### config.mk
export PLATFORM = sky130hd
export DESIGN_NAME = mem_module
export DESIGN_NICKNAME = d
export VERILOG_FILES = /design/src/rtl/mem_module.sv
export SDC_FILE = /design/constraint.sdc
export NUM_CORES = 1
export LEC_CHECK = 0
export CELL_PAD_IN_SITES_DETAIL_PLACEMENT = 0
export CELL_PAD_IN_SITES_GLOBAL_PLACEMENT = 1
export CORE_UTILIZATION = 30
export CTS_CLUSTER_DIAMETER = 120
export DETAILED_ROUTE_END_ITERATION = 16
export GPL_TIMING_DRIVEN = 0
export PLACE_DENSITY_LB_ADDON = 0.1
export SYNTH_ARGS = -nofsm -noshare
export SYNTH_HDL_FRONTEND = slang
export SYNTH_SLANG_ARGS = --single-unit
### constraint.sdc
create_clock -name clock -period 1.7 [get_ports clock]
set_input_delay 0.425 -clock clock [delete_from_list [all_inputs] [get_ports clock]]
set_output_delay 0.425 -clock clock [all_outputs]
set_load 0.01 [all_outputs]
### src/rtl/mem_module.sv
// -----------------------------------------------------------------------------
// mem_module : memory-access pipeline stage, directly after the execute stage.
//
// Non-memory results arriving on exbus pass through to membus with one cycle
// of latency. LD/ST ops start a req/ack access on the data-memory port and
// stall the execute stage (mem_stall) until the access completes.
//
// Optional feature macro: MEM_TIMEOUT_EN
//   When defined, a BUSY watchdog aborts an access after TIMEOUT_CYCLES cycles
//   without ack. The aborted op is returned with result 16'hFFFF and mem_fault
//   pulses for one cycle. When undefined, BUSY waits indefinitely and
//   mem_fault is constant 0.
//
// Ports:
//   clock       in   1  system clock, rising edge
//   reset       in   1  synchronous active-high reset
//   exbus       in  40  {valid, op[3:0], dest[2:0], exresult[15:0], stvalue[15:0]}
//   mem_stall   out  1  execute stage must hold exbus while 1
//   mem_dest    out  3  exbus dest, combinational (hazard detection)
//   membus      out 24  {valid, op[3:0], dest[2:0], result[15:0]}, registered
//   dmem_req    out  1  access request, registered
//   dmem_we     out  1  1 = store, 0 = load
//   dmem_addr   out 16  word address
//   dmem_wdata  out 16  store data
//   dmem_ack    in   1  access complete (only looked at in BUSY)
//   dmem_rdata  in  16  load data, valid with dmem_ack
//   mem_fault   out  1  one-cycle pulse on watchdog abort
// -----------------------------------------------------------------------------
module mem_module #(
   parameter int unsigned TIMEOUT_CYCLES = 16
) (
   input  logic        clock,
   input  logic        reset,
   input  logic [39:0] exbus,
   output logic        mem_stall,
   output logic [2:0]  mem_dest,
   output logic [23:0] membus,
   output logic        dmem_req,
   output logic        dmem_we,
   output logic [15:0] dmem_addr,
   output logic [15:0] dmem_wdata,
   input  logic        dmem_ack,
   input  logic [15:0] dmem_rdata,
   output logic        mem_fault
);

   typedef enum logic [0:0] {
      ST_IDLE = 1'b0,
      ST_BUSY = 1'b1
   } state_e;

   localparam logic [3:0] OP_LD = 4'd10;
   localparam logic [3:0] OP_ST = 4'd11;

`ifdef MEM_TIMEOUT_EN
   localparam logic [7:0] TIMEOUT_LIMIT = 8'(TIMEOUT_CYCLES);
`endif

   // exbus field split
   logic        ex_valid;
   logic [3:0]  ex_op;
   logic [2:0]  ex_dest;
   logic [15:0] ex_result;
   logic [15:0] ex_stvalue;
   logic        ex_is_mem;

   assign ex_valid   = exbus[39];
   assign ex_op      = exbus[38:35];
   assign ex_dest    = exbus[34:32];
   assign ex_result  = exbus[31:16];
   assign ex_stvalue = exbus[15:0];
   assign ex_is_mem  = (ex_op == OP_LD) || (ex_op == OP_ST);

   state_e      state_q,  state_d;
   logic [23:0] membus_q, membus_d;
   logic        req_q,    req_d;
   logic        we_q,     we_d;
   logic [15:0] addr_q,   addr_d;
   logic [15:0] wdata_q,  wdata_d;
   logic [3:0]  op_q,     op_d;
   logic [2:0]  dest_q,   dest_d;
   logic        fault_q,  fault_d;
`ifdef MEM_TIMEOUT_EN
   logic [7:0]  cnt_q,    cnt_d;
`endif

   // Next-state and next-output logic for the IDLE/BUSY access FSM
   always_comb begin
      state_d  = state_q;
      membus_d = membus_q;
      req_d    = req_q;
      we_d     = we_q;
      addr_d   = addr_q;
      wdata_d  = wdata_q;
      op_d     = op_q;
      dest_d   = dest_q;
      fault_d  = 1'b0;
`ifdef MEM_TIMEOUT_EN
      cnt_d    = cnt_q;
`endif
      case (state_q)
         ST_IDLE: begin
            if (ex_valid && ex_is_mem) begin
               // Latch the access; the address doubles as the ST result later.
               op_d     = ex_op;
               dest_d   = ex_dest;
               req_d    = 1'b1;
               we_d     = (ex_op == OP_ST);
               addr_d   = ex_result;
               wdata_d  = ex_stvalue;
               membus_d = {1'b0, ex_op, ex_dest, ex_result};
               state_d  = ST_BUSY;
`ifdef MEM_TIMEOUT_EN
               cnt_d    = 8'd0;
`endif
            end else begin
               // Pass-through; valid = 0 propagates as a bubble.
               req_d    = 1'b0;
               membus_d = {ex_valid, ex_op, ex_dest, ex_result};
            end
         end
         ST_BUSY: begin
            if (dmem_ack) begin
               // Ack wins over a simultaneous watchdog expiry.
               req_d   = 1'b0;
               state_d = ST_IDLE;
               if (op_q == OP_LD) begin
                  membus_d = {1'b1, op_q, dest_q, dmem_rdata};
               end else begin
                  membus_d = {1'b1, op_q, dest_q, addr_q};
               end
`ifdef MEM_TIMEOUT_EN
            end else if ((cnt_q + 8'd1) == TIMEOUT_LIMIT) begin
               req_d    = 1'b0;
               state_d  = ST_IDLE;
               membus_d = {1'b1, op_q, dest_q, 16'hFFFF};
               fault_d  = 1'b1;
`endif
            end else begin
               membus_d = {1'b0, membus_q[22:0]};
`ifdef MEM_TIMEOUT_EN
               cnt_d    = cnt_q + 8'd1;
`endif
            end
         end
         default: begin
            state_d  = ST_IDLE;
            req_d    = 1'b0;
            membus_d = 24'd0;
         end
      endcase
   end

   // State and output registers with synchronous reset
   always_ff @(posedge clock) begin
      if (reset) begin
         state_q  <= ST_IDLE;
         membus_q <= 24'd0;
         req_q    <= 1'b0;
         we_q     <= 1'b0;
         addr_q   <= 16'd0;
         wdata_q  <= 16'd0;
         op_q     <= 4'd0;
         dest_q   <= 3'd0;
         fault_q  <= 1'b0;
`ifdef MEM_TIMEOUT_EN
         cnt_q    <= 8'd0;
`endif
      end else begin
         state_q  <= state_d;
         membus_q <= membus_d;
         req_q    <= req_d;
         we_q     <= we_d;
         addr_q   <= addr_d;
         wdata_q  <= wdata_d;
         op_q     <= op_d;
         dest_q   <= dest_d;
         fault_q  <= fault_d;
`ifdef MEM_TIMEOUT_EN
         cnt_q    <= cnt_d;
`endif
      end
   end

   assign mem_stall  = (state_q == ST_BUSY);
   assign mem_dest   = ex_dest;
   assign membus     = membus_q;
   assign dmem_req   = req_q;
   assign dmem_we    = we_q;
   assign dmem_addr  = addr_q;
   assign dmem_wdata = wdata_q;
   assign mem_fault  = fault_q;

endmodule

After elaboration in Yosys (flattened, before gate mapping)
Cells that the tools add are included.
- equal/unequal tests: 4
- muxes and demuxes: 9
- bitwise logic cells: 1
- reductions and logical operators: 3
- operator list (kind ; count):
    24-bit 2-to-1 mux ; 2
    24-bit case mux with 2 select lines ; 1
    16-bit 2-to-1 mux ; 1
    4-bit == test, second input constant ; 3
    1-bit case mux with 2 select lines ; 2
    1-bit 2-to-1 mux ; 3
    2-bit inequality test, second input constant ; 1
    2-bit AND reduction ; 1
    1-bit logical AND ; 1
    1-bit logical OR ; 1
    1-bit inverter ; 1
- bits in registers: 66
- input bits: 59
- output and inout bits: 63
- logic and storage cells: 26

Logic depth before layout (Yosys ltp)
Gate-level depths: netlist (run 1).
- word-level depth: 5
- depth in mapped cells: 6
- gate-level depth less buffers: 3

Worst setup path before layout (run 1)
No wires, ideal clock.
- kind: input port to flip-flop
- start: input port dmem_ack
- end: register membus_q[1], in the netlist membus[1]
- arrival: 1275 ps
- required time: 1573 ps
- path slack: 298 ps
- cell stages on the path: 5
- path buffers: 2
- cell sequence: buf_2 -> nand2_2 -> buf_4 -> and4bb_1 -> or3_1
- longest elaborated chain between the ends: 1
- RTL lines (item ; line ; text):
    from (decl) ; 42 ; input logic dmem_ack,
    2-bit inequality test (no source line) ; - ;
    to (signal assigned) ; 171 ; membus_q <= membus_d;
    to (decl) ; 75 ; logic [23:0] membus_q, membus_d;
No other way between the ends.
A chain may end at the register's enable or synchronous reset.

Final worst setup path (run 1)
- start: register addr_q[7], in the netlist dmem_addr[7]
- end: output port dmem_addr[7]
- RTL lines (item ; line ; text):
    from (decl) ; 78 ; logic [15:0] addr_q, addr_d;
    from (signal assigned) ; 174 ; addr_q <= addr_d;
    to (decl) ; 40 ; output logic [15:0] dmem_addr,
No word-level cell between the ends.

==> impl_metrics.env, run 1 <==
export IMPL_worstReg2RegStart="mem_stall$_SDFF_PP0_"
export IMPL_core_um2=9910
export IMPL_worst_setup_path_start_kind="flop"
export IMPL_cp_slowest_cell="clkdlybuf4s50_1"
export IMPL_first_pass_iters=4
export IMPL_track_usage_pct=20.0
export IMPL_yosys_cell_types_count=30
export IMPL_hold_viol=0
export IMPL_worstSetupEndpointType="primary output"
export IMPL_holdWs_ns=0.477
export IMPL_min_delay_path_depth=2
export IMPL_cts_tree="done"
export IMPL_crit_family="buffers and inverters"
export IMPL_cp_required_ns=1.27
export IMPL_routed_wl_um=10700
export IMPL_syn_to_final_growth_pct=51.9
export IMPL_hold_end="dmem_wdata[6]$_SDFFE_PP0P_"
export IMPL_fin_util_pct=47.8
export IMPL_status="complete, no violations"
export IMPL_post_route_period_util_pct=98.4
export IMPL_cp_slowest_stage_delay_ns=0.55
export IMPL_worstHoldPathType="flop to flop"
export IMPL_cts_made_buffers=9
export IMPL_num_rows=36
export IMPL_max_clock_path_buffers=2
export IMPL_critPathMaxFanout=3
export IMPL_htree_levels=3
export IMPL_period_needed_ns=1.67
export IMPL_met1_length_um=5040
export IMPL_path_buf_inv=1
export IMPL_dr_first_iter_drc_count=118
export IMPL_p_leak_nw=2.00
export IMPL_place_hpwl_um=7470
export IMPL_ys_ff_latch=66
export IMPL_hold_start="dmem_wdata[6]$_SDFFE_PP0P_"
export IMPL_worst_pin_slew_ns=0.590
export IMPL_cp_arrival_ns=1.25
export IMPL_crit_chain="clkdlybuf4s50_1"
export IMPL_post_drt_wl_per_cell_um=17.1
export IMPL_viasPerCell=5.05
export IMPL_io_pins=122
export IMPL_clk_pin_slew_ns=0.08
export IMPL_layout_drive_gt1_share_pct=12.6
export IMPL_timing_worst_setup_path_type="flop to primary output"
export IMPL_reg2reg_depth=6
export IMPL_grt_pass1_wl_um=17000
export IMPL_synth_edf_count=0
export IMPL_gr_total_overflow=0
export IMPL_final_nets=548
export IMPL_relSlewSlack_pct=60.7
export IMPL_clock_power_share_pct=40.4
export IMPL_p_switching_w=0.000959
export IMPL_highest_layer="met4"
export IMPL_wl_met3_um=670
export IMPL_antenna_found_initial=0
export IMPL_die_height_um=104
export IMPL_grt_setup_unrepaired="no"
export IMPL_drc=0
export IMPL_slew_viol_final=0
export IMPL_async_flop_share_pct=0
export IMPL_place_gp_congestion=0.775
export IMPL_switching_share_pct=26.0
export IMPL_r2r_end="dmem_addr[7]$_SDFFE_PP0P_"
export IMPL_skew_ns=0.00939
export IMPL_power_density_nw_per_um2=778
export IMPL_comb_power_share_pct=15.3
export IMPL_fp_dieArea_um2=10800
export IMPL_drv_cap=0
export IMPL_clk_latency_ns=0.35
export IMPL_total_power_w=0.00369
export IMPL_synth_warnings=0
export IMPL_root_buffer="clkbuf_8"
export IMPL_vias=3168
export IMPL_fmax_mhz=598
export IMPL_num_antenna_cells=0
export IMPL_ys_seq_area_share_pct=42.4
export IMPL_die_w_um=104
export IMPL_cts_sinks=66
export IMPL_grt_pass1_vias=3104
export IMPL_p_int_w=0.00273
export IMPL_avgSynthCellArea_um2=8.71
export IMPL_syn_inst=358
export IMPL_synthFlopType="dfxtp_1"
export IMPL_tns_ns=0
export IMPL_route_met2_wl_um=4930
export IMPL_ir_drop_mv=0.413
export IMPL_layout_commonest_cell="clkdlybuf4s50_1"
export IMPL_port_buffers=118
export IMPL_grt_max_degree=13
export IMPL_netlist_area_um2=3120
export IMPL_reg2reg_setup_slack_ns=0.21
export IMPL_initial_core_util_pct=31.5
export IMPL_ant_nets=0
export IMPL_syn_nets=417
export IMPL_final_cell_mix="clkdlybuf4s50_1, dfxtp_1, a21oi_1"
export IMPL_setup_viol=0
export IMPL_seqPwrFrac_pct=44.3
## what timing repair did
action | CTS | global route
endpoints found under the hold margin | 0 | 0
gates resized for setup | 11 | 26
setup buffers | 0 | 2
setup endpoints to repair | 17 | 48
hold buffers | 0 | 0
## kinds of logic after synthesis
| group | after synthesis | synth area share [%] |
|---|---|---|
| and+or+nand+nor | 139 | 29.0 |
| AOI/OAI and AO/OA | 100 | 17.9 |
| DFF | 66 | 42.4 |
| buffers and inverters | 45 | 8.38 |
| muxes | 7 | 2.25 |
| other | 1 | 0.120 |
## layer usage
| metal | GRT usage [%] | vias to the layer above |
|---|---|---|
| li1 | - | 1558 |
| met1 | 26.9 | 1485 |
| met2 | 32.1 | 115 |
| met3 | 4.51 | 10 |
| met4 | 5.10 | 0 |
| met5 | 0 | - |
## final cells by class
type | instances | area (um^2)
Timing Repair Buffer | 120 | 1220
Clock inverter | 7 | 93.8
Multi-Input combinational cell | 247 | 1540
Tap cell | 133 | 166
Sequential cell | 66 | 1320
Clock buffer | 9 | 124
Buffer | 45 | 272
Fill cell | 1041 | 5170
## state kept, by name (all words and copies together), names as in the netlist
register and count:
membus 24, op_q 4, mem_stall 1, dmem_wdata 16
dmem_we 1, dmem_req 1, dest_q 3, dmem_addr 16
## power groups by stage
| stage | clock (W) | sequential (W) | combinational (W) |
|---|---|---|---|
| 2_1_floorplan | 0 | 0.00169 | 0.000215 |
| 3_3_place_gp | 0 | 0.00167 | 0.000570 |
| 3_5_place_dp | 0 | 0.00167 | 0.000569 |
| 4_1_cts | 0.00152 | 0.00164 | 0.000567 |
| 5_1_grt | 0.00157 | 0.00164 | 0.000608 |
| 6_report | 0.00149 | 0.00164 | 0.000563 |
## synthesized netlist by cell type, types with 5 or more instances
cell	count	share of area, %
nor4b_1	16	4.5
mux2i_1	7	2.2
a211oi_1	23	5.5
o21ai_0	33	5.3
buf_2	15	2.4
nand2b_1	20	4.0
or3_1	16	3.2
nand3_1	35	5.6
buf_4	9	2.2
nor4bb_1	5	1.6
clkbuf_1	10	1.2
nor2_1	26	3.1
and4bb_1	9	3.6
dfxtp_1	66	42
a21oi_1	40	6.4
clkbuf_2	5	0.80
## through the flow
stage                     area, um^2  setup WS, ns  std cells
final                           4740        0.0278        627
after global routing            4740      0.000183        627
after CTS                       4680      0.000541        625
after detailed placement        4470        -0.446        609
after global placement          4470        -0.457        609
after floorplan                 3120         0.298        358
## worst min-delay path, stage by stage (launching register included)
cell and delay (ns):
dfxtp_1 0.31, o21ai_0 0.06, a21oi_1 0.06
## worst max path at each step
stage                                from                        end  slack [ns]  depth (start not counted)
2_1_floorplan                    dmem_ack     membus[1]$_SDFFE_PP0P_        0.30                          5
3_3_place_gp                    exbus[37]      membus[23]$_SDFF_PP0_       -0.46                          5
3_5_place_dp                    exbus[37]  dmem_addr[9]$_SDFFE_PP0P_       -0.45                          5
4_1_cts        dmem_addr[14]$_SDFFE_PP0P_              dmem_addr[14]      0.0005                          1
5_1_grt        dmem_wdata[3]$_SDFFE_PP0P_              dmem_wdata[3]      0.0002                          1
6_report        dmem_addr[7]$_SDFFE_PP0P_               dmem_addr[7]        0.03                          1
Note: power is estimated with default switching activity, not from simulation.
==> run 2, diff against run 1 <==
Settings changed: CTS_CLUSTER_SIZE set to 14.
Clock period 1.7 ns to 2 ns, I/O delays scaled along.
==> impl_metrics.env, run 2 (same netlist as run 1, synthesis figures left out) <==
export IMPL_status="complete, no violations"
export IMPL_die_w_um=104
export IMPL_final_nets=546
export IMPL_hold_viol=0
export IMPL_p_leak_nw=1.68
export IMPL_r2r_end="dmem_addr[7]$_SDFFE_PP0P_"
export IMPL_relSlewSlack_pct=61.5
export IMPL_routed_wl_um=10700
export IMPL_viasPerCell=5.02
export IMPL_clk_pin_slew_ns=0.08
export IMPL_layout_cells_non_filler=625
export IMPL_total_power_w=0.00314
export IMPL_worstSetupEndpointType="primary output"
export IMPL_post_route_period_util_pct=94.8
export IMPL_grt_max_degree=13
export IMPL_post_drt_wl_per_cell_um=17.2
export IMPL_hold_start="dmem_wdata[6]$_SDFFE_PP0P_"
export IMPL_place_gp_congestion=0.775
export IMPL_setup_viol=0
export IMPL_min_delay_path_depth=2
export IMPL_die_height_um=104
export IMPL_vias=3136
export IMPL_cp_slowest_cell="clkdlybuf4s50_1"
export IMPL_setup_ws_ns=0.103
export IMPL_period_needed_ns=1.90
export IMPL_n_fill_cell=1042
export IMPL_max_clock_path_buffers=2
export IMPL_gr_total_overflow=0
export IMPL_syn_to_final_growth_pct=50.1
export IMPL_pre_cts_ws_ns=-0.221
export IMPL_fin_util_pct=47.2
export IMPL_ant_nets=0
export IMPL_place_hpwl_um=7470
export IMPL_io_pins=122
export IMPL_cp_arrival_ns=1.40
export IMPL_critPathMaxFanout=3
export IMPL_post_cts_repair_setup_buffers=0
export IMPL_crit_chain="clkdlybuf4s50_1 > buf_4 > dlygate4sd2_1"
export IMPL_clk_latency_ns=0.34
export IMPL_worstReg2RegStart="mem_stall$_SDFF_PP0_"
export IMPL_grt_pass1_wl_um=17000
export IMPL_cp_slowest_stage_delay_ns=0.52
export IMPL_port_buffers=118
export IMPL_initial_core_util_pct=31.5
export IMPL_worst_pin_slew_ns=0.578
export IMPL_dr_first_iter_drc_count=116
export IMPL_cts_sinks=66
export IMPL_drv_cap=0
export IMPL_fp_dieArea_um2=10800
export IMPL_layout_commonest_cell="clkdlybuf4s50_1"
export IMPL_final_cell_mix="clkdlybuf4s50_1, dfxtp_1, a21oi_1"
export IMPL_slew_viol_final=0
export IMPL_worst_setup_path_start_kind="input pin"
export IMPL_cts_made_buffers=9
export IMPL_antenna_found_initial=0
export IMPL_num_antenna_cells=0
export IMPL_drc=0
export IMPL_layout_drive_gt1_share_pct=11.0
export IMPL_num_rows=36
export IMPL_cts_tree="done"
export IMPL_htree_levels=3
export IMPL_reg2reg_depth=6
export IMPL_timing_worst_setup_path_type="input pin to primary output"
export IMPL_skew_ns=0.00674
export IMPL_largest_reg_flops=24
export IMPL_cp_required_ns=1.50
export IMPL_core_um2=9910
export IMPL_ir_drop_mv=0.352
export IMPL_power_density_nw_per_um2=670
export IMPL_grt_pass1_vias=3096
export IMPL_place_inst=609
export IMPL_hold_end="dmem_wdata[6]$_SDFFE_PP0P_"
export IMPL_fmax_mhz=527
export IMPL_grt_setup_unrepaired="no"
export IMPL_worstHoldPathType="flop to flop"
export IMPL_tns_ns=0
export IMPL_root_buffer="clkbuf_8"
export IMPL_reg2reg_setup_slack_ns=0.50
export IMPL_track_usage_pct=20.0
export IMPL_first_pass_iters=4
==> run 2: cell types whose count changed in the layout (fill, tap and decap cells not counted) <==
cell | previous run | this run
and3b_1 | 0 | 1
and3b_2 | 1 | 0
buf_2 | 13 | 15
buf_4 | 12 | 9
clkbuf_1 | 6 | 10
clkbuf_2 | 10 | 5
clkbuf_4 | 1 | 0
clkdlybuf4s50_1 | 93 | 115
dlygate4sd2_1 | 7 | 3
dlymetal6s2s_1 | 17 | 0
==> run 2: how the worst max path moves through the flow <==
stage | start | to | slack (ns)
6_report | exbus[34] | mem_dest[2] | 0.10
5_1_grt | exbus[37] | dmem_addr[12]$_SDFFE_PP0P_ | 0.01
4_1_cts | exbus[33] | mem_dest[1] | 0.10
3_5_place_dp | exbus[37] | dmem_addr[9]$_SDFFE_PP0P_ | -0.22
3_3_place_gp | exbus[37] | membus[23]$_SDFF_PP0_ | -0.23
2_1_floorplan | dmem_ack | membus[1]$_SDFFE_PP0P_ | 0.52
==> run 2: routing by layer <==
layer	vias up	share of wire, %	GRT usage [%]	wire length (um)
met5	-	0	0	0
met4	0	0.99	5.10	106
met3	11	5.5	4.51	586
met2	105	46	32.0	4900
met1	1470	48	27.0	5130
li1	1550	-	-	-
==> run 2: final cells by class <==
class	count	area, um^2	area share, %
multi-input cells	247	1540	32.8
flip-flops and latches	66	1320	28.2
repair buffers	118	1180	25.2
plain buffers	45	262	5.59
well taps	133	166	3.56
clock buffers	9	124	2.65
clock inverters	7	93.8	2.00
==> run 2: where the power goes <==
group	switching, W	internal (W)
sequential	0.0000285	0.00136
clock	0.000568	0.000699
combinational	0.000218	0.000262
==> run 2: critical path, delay by kind of cell <==
| kind | cells | cell delay (ns) |
|---|---|---|
| buf+inv | 3 | 0.89 |
==> run 2: per-stage QoR <==
step                cell area [um^2]  hold slack (ns)
floorplan                       3120            0.454
global placement                4470            0.459
detailed placement              4470            0.468
CTS                             4680            0.480
global route                    4680            0.510
finish                          4680            0.477
==> run 2: what timing repair did <==
item,CTS,global route
endpoints found under the hold margin,0,0
hold buffers,0,0
endpoints found under the setup margin,3,0
resized for setup,3,0
